File: src/rtl/l1l2_weight_accum_pkg.sv
// l1l2_pkg: constants, FSM state type and helpers shared by the L1->L2
// weight ROM, the weight accumulator and the L2 neuron-update stage.
//   NIN/NOUT   : L1 inputs per L2 neuron / L2 neuron count
//   BW/AW/ACCW : weight, ROM address and accumulator widths
//   state_e    : sequencer states
//   sext64     : sign-extend the low 'width' bits of a value to 64 bits
package l1l2_pkg;

    localparam int NIN  = 784;
    localparam int NOUT = 500;
    localparam int BW   = 14;
    localparam int AW   = 19;
    localparam int ACCW = 24;

    typedef enum logic [1:0] {
        IDLE  = 2'd0,
        ACCUM = 2'd1,
        EMIT  = 2'd2
    } state_e;

    // Shift the field's sign bit up to bit 63, then arithmetic-shift it
    // back down so the upper bits replicate it.
    function automatic logic [63:0] sext64(input logic [63:0] val,
                                           input int unsigned width);
        logic [63:0] shifted;
        shifted = val << (32'd64 - width);
        return 64'($signed(shifted) >>> (32'd64 - width));
    endfunction

endpackage

File: src/rtl/l1l2_weight_accum.sv
// l1l2_weight_accum: sweeps the L1->L2 weight ROM linearly and forms one
// signed sum per L2 neuron. A weight is added wherever the captured L1 spike
// vector has a 1. Each sum is handed to the L2 stage over valid/ready.
// Ports:
//   clk, rst            clock, synchronous active-high reset
//   start, spikes_in    begin a sweep (IDLE only) / spike vector captured then
//   busy                high whenever not IDLE
//   rom_addr, rom_en    ROM address and read enable
//   rom_data            ROM weight, combinational from rom_addr
//   sum_out, neuron_idx signed sum and its neuron index
//   out_valid/out_ready output handshake
//   done                one-cycle pulse after the last neuron is accepted
module l1l2_weight_accum
    import l1l2_pkg::*;
#(
    parameter int bW   = BW,
    parameter int nIn  = NIN,
    parameter int nOut = NOUT,
    parameter int aW   = AW,
    parameter int accW = ACCW,
    parameter int nW   = $clog2(nOut)
) (
    input  logic             clk,
    input  logic             rst,
    input  logic             start,
    input  logic [nIn-1:0]   spikes_in,
    output logic             busy,
    output logic [aW-1:0]    rom_addr,
    output logic             rom_en,
    input  logic [bW-1:0]    rom_data,
    output logic [accW-1:0]  sum_out,
    output logic [nW-1:0]    neuron_idx,
    output logic             out_valid,
    input  logic             out_ready,
    output logic             done
);

    localparam int IW = (nIn > 1) ? $clog2(nIn) : 1;
    localparam logic [IW-1:0] I_ONE  = IW'(1);
    localparam logic [IW-1:0] I_LAST = IW'(nIn - 1);
    localparam logic [nW-1:0] J_ONE  = nW'(1);
    localparam logic [nW-1:0] J_LAST = nW'(nOut - 1);
    localparam logic [aW-1:0] A_ONE  = aW'(1);

    state_e                  state_q, state_d;
    logic [nIn-1:0]          spk_q, spk_d;
    logic [IW-1:0]           i_q, i_d;
    logic [nW-1:0]           j_q, j_d;
    logic [aW-1:0]           addr_q, addr_d;
    logic signed [accW-1:0]  acc_q, acc_d;
    logic signed [accW-1:0]  sum_q, sum_d;
    logic                    valid_q, valid_d;
    logic                    done_q, done_d;
    logic                    busy_q, rom_en_q;
    logic signed [accW-1:0]  term_s;
    logic signed [accW-1:0]  acc_sum_s;

    // Contribution of the current ROM word: the weight where the spike is set.
    always_comb begin
        if (spk_q[i_q]) begin
            term_s = accW'(sext64(64'(rom_data), bW));
        end else begin
            term_s = {accW{1'b0}};
        end
        acc_sum_s = acc_q + term_s;
    end

    // Next-state logic of the IDLE -> ACCUM -> EMIT sequencer.
    always_comb begin
        state_d = state_q;
        case (state_q)
            IDLE: begin
                if (start) begin
                    state_d = ACCUM;
                end else begin
                    state_d = IDLE;
                end
            end
            ACCUM: begin
                if (i_q == I_LAST) begin
                    state_d = EMIT;
                end else begin
                    state_d = ACCUM;
                end
            end
            EMIT: begin
                if (out_ready) begin
                    if (j_q == J_LAST) begin
                        state_d = IDLE;
                    end else begin
                        state_d = ACCUM;
                    end
                end else begin
                    state_d = EMIT;
                end
            end
            default: state_d = IDLE;
        endcase
    end

    // Datapath next values: counters, address, accumulator and output regs.
    always_comb begin
        spk_d   = spk_q;
        i_d     = i_q;
        j_d     = j_q;
        addr_d  = addr_q;
        acc_d   = acc_q;
        sum_d   = sum_q;
        valid_d = valid_q;
        done_d  = 1'b0;
        case (state_q)
            IDLE: begin
                if (start) begin
                    spk_d  = spikes_in;
                    i_d    = {IW{1'b0}};
                    j_d    = {nW{1'b0}};
                    addr_d = {aW{1'b0}};
                    acc_d  = {accW{1'b0}};
                end else begin
                    spk_d = spk_q;
                end
            end
            ACCUM: begin
                // The address simply counts, so it equals j*nIn + i without
                // any multiply; it ends each neuron one past its last word.
                addr_d = addr_q + A_ONE;
                if (i_q == I_LAST) begin
                    sum_d   = acc_sum_s;
                    valid_d = 1'b1;
                    acc_d   = {accW{1'b0}};
                    i_d     = {IW{1'b0}};
                end else begin
                    acc_d = acc_sum_s;
                    i_d   = i_q + I_ONE;
                end
            end
            EMIT: begin
                // valid is always high in EMIT, so ready alone completes it.
                if (out_ready) begin
                    valid_d = 1'b0;
                    if (j_q == J_LAST) begin
                        done_d = 1'b1;
                        addr_d = {aW{1'b0}};
                    end else begin
                        j_d = j_q + J_ONE;
                    end
                end else begin
                    valid_d = 1'b1;
                end
            end
            default: begin
                valid_d = 1'b0;
            end
        endcase
    end

    // State and datapath registers; rom_en/busy are registered decodes of
    // the next state so they line up with the state they describe.
    always_ff @(posedge clk) begin
        if (rst) begin
            state_q  <= IDLE;
            spk_q    <= {nIn{1'b0}};
            i_q      <= {IW{1'b0}};
            j_q      <= {nW{1'b0}};
            addr_q   <= {aW{1'b0}};
            acc_q    <= {accW{1'b0}};
            sum_q    <= {accW{1'b0}};
            valid_q  <= 1'b0;
            done_q   <= 1'b0;
            busy_q   <= 1'b0;
            rom_en_q <= 1'b0;
        end else begin
            state_q  <= state_d;
            spk_q    <= spk_d;
            i_q      <= i_d;
            j_q      <= j_d;
            addr_q   <= addr_d;
            acc_q    <= acc_d;
            sum_q    <= sum_d;
            valid_q  <= valid_d;
            done_q   <= done_d;
            busy_q   <= (state_d != IDLE);
            rom_en_q <= (state_d == ACCUM);
        end
    end

    assign busy       = busy_q;
    assign rom_addr   = addr_q;
    assign rom_en     = rom_en_q;
    assign sum_out    = sum_q;
    assign neuron_idx = j_q;
    assign out_valid  = valid_q;
    assign done       = done_q;

endmodule

File: config.mk
export PLATFORM = sky130hd
export DESIGN_NAME = l1l2_weight_accum
export DESIGN_NICKNAME = d
export VERILOG_FILES = /design/src/rtl/l1l2_weight_accum_pkg.sv /design/src/rtl/l1l2_weight_accum.sv
export SDC_FILE = /design/constraint.sdc
export NUM_CORES = 2
export LEC_CHECK = 0
export BUFFER_PORTS_ARGS = -buffer_cell sky130_fd_sc_hd__buf_2
export CORE_AREA = 2 2 338 340
export CTS_BUF_LIST = sky130_fd_sc_hd__clkbuf_4 sky130_fd_sc_hd__clkbuf_8
export DETAILED_ROUTE_END_ITERATION = 10
export DIE_AREA = 0 0 340 342
export GPL_TIMING_DRIVEN = 0
export HOLD_SLACK_MARGIN = 0.1
export PLACE_DENSITY = 0.63
export SLEW_MARGIN = 0
export SYNTH_ARGS = -nofsm -noshare
export SYNTH_HDL_FRONTEND = slang
export SYNTH_SLANG_ARGS = --single-unit
File: constraint.sdc
create_clock -name clk -period 7.3 [get_ports clk]
set_clock_uncertainty 0.1 [all_clocks]
set_input_delay 0.365 -clock clk [delete_from_list [all_inputs] [get_ports clk]]
set_output_delay 0.365 -clock clk [all_outputs]
set_load 0.05 [all_outputs]
Word-level counts from Yosys, hierarchy flattened
Cells that the tools add are included.

cells by class
  magnitude comparators = 1
  $add $sub $neg = 4
  mux-type cells = 26
  eq/ne operators = 10
  reduce and logical (&&, ||, !) cells = 12
  bitwise logic cells = 3

operators by type and width
  cell                                                                             number
  24-bit 2-to-1 mux                                                                3
  19-bit 2-to-1 mux                                                                3
  19-bit case mux with 3 select lines                                              1
  24-bit case mux with 2 select lines                                              1
  9-bit 2-to-1 mux                                                                 3
  24-bit adder                                                                     1
  10-bit 2-to-1 mux                                                                2
  10-bit case mux with 2 select lines                                              1
  19-bit by 1-bit adder with 19-bit output (second input constant)                 1
  9-bit case mux with 2 select lines                                               1
  10-bit by 11-bit less-than comparator with 1-bit output (second input constant)  1
  10-bit by 1-bit adder with 10-bit output (second input constant)                 1
  1-bit binary-select mux with 10-bit select                                       1
  10-bit == test (second input constant)                                           1
  2-bit inequality test (second input constant)                                    5
  9-bit by 1-bit adder with 9-bit output (second input constant)                   1
  9-bit == test (second input constant)                                            1
  2-bit AND reduction                                                              4
  4-bit AND reduction                                                              2
  1-bit 2-to-1 mux                                                                 6
  2-bit case mux with 3 select lines                                               1
  2-bit nonzero test                                                               3
  2-bit by 1-bit == test with 1-bit output (second input constant)                 2
  2-bit 2-to-1 mux                                                                 2
  6 further kinds                                                                  8

storage, ports and cells
  bits in registers = 876

Depth between registers and ports, before layout
  word-level depth = 6
  mapped depth = 26
  mapped depth without buffers = 20

Worst setup path after synthesis
Ideal clock, no wire load.

  path kind = register to register
  start = register i_q[0]
  end = register acc_q[23]
  setup time = 0.131 ns
  required time = 7.069 ns
  arrival = 5.493 ns
  buffers on the path = 5
  cell stages (with the launch flop) = 25
  slack = 1.576 ns
  cells stage by stage = dfxtp_1 buf_6 buf_8 buf_2 buf_2 mux4_2 nand2_1 o211ai_1 a22oi_1 nand2_1 o311a_1 a211o_1 clkbuf_1 and2_1 ha_1 and2_1 or4_1 o2111a_1 o2111a_1 nor3_1 o211ai_1 nand2_1 nor2_1 a2111oi_0 nand2_1

on the way
  word-level cells in the longest chain between the ends = 6

RTL lines
  element                                     RTL line                  source
  from (decl)                                 l1l2_weight_accum.sv:47   logic [IW-1:0] i_q, i_d;
  from (signal assigned)                      l1l2_weight_accum.sv:163  i_q <= {IW{1'b0}};
  from (signal assigned)                      l1l2_weight_accum.sv:175  i_q <= i_d;
  1-bit binary-select mux with 10-bit select  l1l2_weight_accum.sv:60   if (spk_q[i_q]) begin
  1-bit 2-to-1 mux (implied by the code)      l1l2_weight_accum.sv:60
  24-bit 2-to-1 mux                           l1l2_weight_accum.sv:60
  24-bit adder                                l1l2_weight_accum.sv:65   acc_sum_s = acc_q + term_s;
  24-bit 2-to-1 mux *                         l1l2_weight_accum.sv:127  if (i_q == I_LAST) begin
  24-bit case mux with 2 select lines *       l1l2_weight_accum.sv:111  case (state_q)
  to (signal assigned)                        l1l2_weight_accum.sv:166  acc_q <= {accW{1'b0}};
  to (decl)                                   l1l2_weight_accum.sv:50   logic signed [accW-1:0] acc_q, acc_d;

Every way passes the cells marked *; elsewhere a longest branch is shown, timed or not. The select of a mux whose other input is x is not followed.
A chain may end at the register's enable or synchronous reset.

Final worst setup path
Same ends and word-level chain as after synthesis.

==> flow_summary_export.csv <==
group,metric,value,unit
detailed_routing,first_pass_iters,7,
sta,slew-limit-headroom,-0.720,%
sta,holdWs,213,ps
clock_network,clockRootBuffer,"clkbuf_8",
die,core_area,0.113,mm²
sta,maxSlewViolCount,11,
die,die_w,340,µm
sta,finalSetupViolations,0,
detailed_routing,drt-wirelength-per-cell,25.0,µm
detailed_routing,vias_per_cell,5.36,
critical_path,arrival,7820,ps
sta,tightestPinTransition,1510,ps
global_route,grtUsageTotal,33.0,%
yosys,yosysUniqueCellTypes,69,
yosys,ys_seq_area_share,46.5,%
yosys,yosys_warnings,0,
die,io_pins,858,
sta,rsz0062_at_grt,"false",
yosys,avgSynthCellArea,8.37,µm²
yosys,synth_commonest_cells,"1,682 x nand2_1, 876 x dfxtp_1, 850 x a21oi_1",
clock_network,clkLatencyLatePin,840,ps
critical_path,critical_path.max_fanout,10,
yosys,synthCells,4508,
sta,max_freq,139,MHz
cells_and_area,area_growth,47.9,%
detailed_routing,drt-total-wl,200000,µm
sta,tns,0,ps
yosys,yosys.area.top_type,"dfxtp_1",
clock_network,cts_buffer_depth,3,
detailed_routing,vias,42868,
clock_network,clk_pin_slew,70,ps
global_route,grt_max_degree,17,
placed_design,post-place-ws,-1900,ps
clock_network,htreeDepth,4,
critical_path,required,7910,ps
critical_path,worstSetupStartpointType,"flip-flop",
die,rows,124,
critical_path,reg2reg_to,"acc_q[23]",
cells_and_area,fillers,10370,
hold_path,hp-class,"input port to flip-flop",
clock_network,clock-sinks,876,
power_and_ir_drop,power_density,221,mW/mm²
yosys,synth_ff_type,"dfxtp_1",
critical_path,end_kind,"flip-flop",
cells_and_area,drive_above_1_share,22.2,%
yosys,synth_edf_count,0,
yosys,synth-seq-cells,876,
yosys,synth_top_area_share,46.5,%
flow_run,drv_cap,2,
run_status,failed_checks,"capacitance limit, slew limit",
detailed_routing,drc,0,
sta,finalCriticalPeriod,7210,ps
critical_path,timing.rr.start,"i_q[0]",
critical_path,rrSetupSlack,90,ps
critical_path,cpMaxStageDelayCell,"a2111oi_1",
cells_and_area,layout.nets,7155,
clock_network,numCtsBuffers,154,
critical_path,worstSetupPathType,"flip-flop to flip-flop",
global_route,grt_pass1_vias,42394,
yosys,syn_area,0.0377,mm²
global_route,antenna_found_initial,46,
yosys,yosys.cell_count.top_type,"nand2_1",
critical_path,r2r_cells,25,
die,initial_core_util,33.4,%
critical_path,max_stage_delay,480,ps
global_route,grt_pass1_wl,279000,µm
detailed_routing,ant_nets,0,
die,die-area,0.116,mm²
placed_design,portBuffers,857,
placed_design,place.gp.congestion,0.944,
critical_path,worstSetupEndpoint,"acc_q[23]",
yosys,async_flop_share,0,%
detailed_routing,drt_iter0_drc,3837,
sta,finalHoldViolations,0,
placed_design,dp_hpwl,138000,µm
power_and_ir_drop,peakVddDrop,0.165,mV
die,die_h,342,µm
yosys,syn_nets,5341,
yosys,synth_area_leaders,"dfxtp_1 46%, nand2_1 17%, a21oi_1 11%",
global_route,grt-ovfl-total,0,
sta,fin_crit_sh,98.8,%
run_status,status,"finished, violations left",
sta,worst_slack,88.6,ps
clock_network,cts_tree,"done",
critical_path,crit_path_start,"i_q[0]",
power_and_ir_drop,power,12300,µW
power_and_ir_drop,p_leak,0.0225,µW
-- layout make-up --
cell class / count / area, µm² / area share [%]
tap: 1512 / 1890 / 3.39
multi-input combinational: 3257 / 18800 / 33.6
antenna: 45 / 113 / 0.202
buffer: 355 / 1710 / 3.06
clock inverter: 28 / 284 / 0.509
clock buffer: 251 / 3140 / 5.62
inverter: 19 / 72.6 / 0.130
sequential: 876 / 17500 / 31.4
timing repair buffer: 1659 / 12300 / 22.1
-- power by group --
group | switching, µW | internal [µW] | leakage (µW)
Sequential | 142 | 5050 | 0.00718
Clock | 2210 | 2840 | 0.00180
Combinational | 1170 | 911 | 0.0135
-- sequential cells by signal, summed over array words and instances, names as in the netlist --
| signal | flops |
|---|---|
| acc_q | 24 |
| busy | 1 |
| done | 1 |
| i_q | 10 |
| neuron_idx | 9 |
| out_valid | 1 |
| rom_addr | 19 |
| rom_en | 1 |
| spk_q | 784 |
| state_q | 2 |
| sum_out | 24 |
-- critical path: cells and delay by family (launching register included) --
kind | cells | cell delay [ps]
adders and majority gates | 1 | 360
buffers and inverters | 6 | 1500
DFF | 1 | 360
AOI/OAI and AO/OA | 9 | 2780
and+or+nand+nor | 9 | 1930
-- layout by cell type (no fill, tap or decap), types with 7 or more instances in the layout --
master            n
nand4_1          10
and2_1           21
dfxtp_1         876
nand2_1        1681
and3_1           10
nor2_1           78
buf_1            12
mux2_2           18
a22oi_1          41
nor3_1           16
xor2_1           21
o221ai_1          7
clkinv_2         11
or3_1            14
buf_8             7
buf_2           864
nor2b_1          11
buf_4            15
o21ai_0          22
dlygate4sd3_1   798
a21o_1           15
o211ai_1          7
clkbuf_4         55
ha_1             30
buf_6            22
clkbuf_8        202
clkbuf_2          9
a221oi_1         13
inv_1            17
xnor2_1          26
clkbuf_1        278
a21oi_1         850
mux2i_1          48
o22ai_1           8
mux4_2          182
diode_2          45
nand3_1          31
-- how the worst min path moves through the flow --
stage	startpoint	to	slack, ps	cells past startpoint
after CTS	spikes_in[437]	spk_q[437]	130	4
after detailed placement	spk_q[483]	spk_q[483]	340	2
after global routing	spikes_in[472]	spk_q[472]	180	4
after global placement	spk_q[712]	spk_q[712]	340	2
final	spikes_in[68]	spk_q[68]	210	4
after floorplan	spk_q[512]	spk_q[512]	330	2
-- metrics by stage --
step	utilization (%)	cell area, µm²	std cells
5_1_grt	49.3	55800	7987
3_5_place_dp	38.9	44000	6879
2_1_floorplan	-	37700	4508
3_3_place_gp	38.8	43900	6877
6_report	49.3	55800	8002
4_1_cts	49.1	55600	7957
-- kinds of logic (layout without fill, tap and decap cells) --
kind of cell | Yosys count | count (layout) | synth area share [%]
and+or+nand+nor | 1906 | 1906 | 19.8
AOI/OAI and AO/OA | 1024 | 1024 | 14.8
DFF | 876 | 876 | 46.5
buffers and inverters | 375 | 2312 | 4.01
muxes | 248 | 248 | 12.7
xor gates and xnor gates | 48 | 48 | 1.15
adders and majority gates | 31 | 31 | 1.05
other | 0 | 45 | 0
-- repair_timing --
action | CTS | global route
endpoints found under the hold margin | 810 | 0
setup endpoints to repair | 40 | 8
resized for setup | 99 | 37
buffers inserted | 1 | 1
hold buffers | 798 | 0
-- per-layer routing --
| layer | vias to the layer above | wire length, µm | track usage [%] |
|---|---|---|---|
| li1 | 19052 | - | - |
| met1 | 20524 | 77400 | 40.0 |
| met2 | 2517 | 93700 | 54.6 |
| met3 | 759 | 16500 | 6.98 |
| met4 | 16 | 12100 | 18.2 |
| met5 | - | 109 | 0.0817 |
Power figures use the tool's default switching activity.
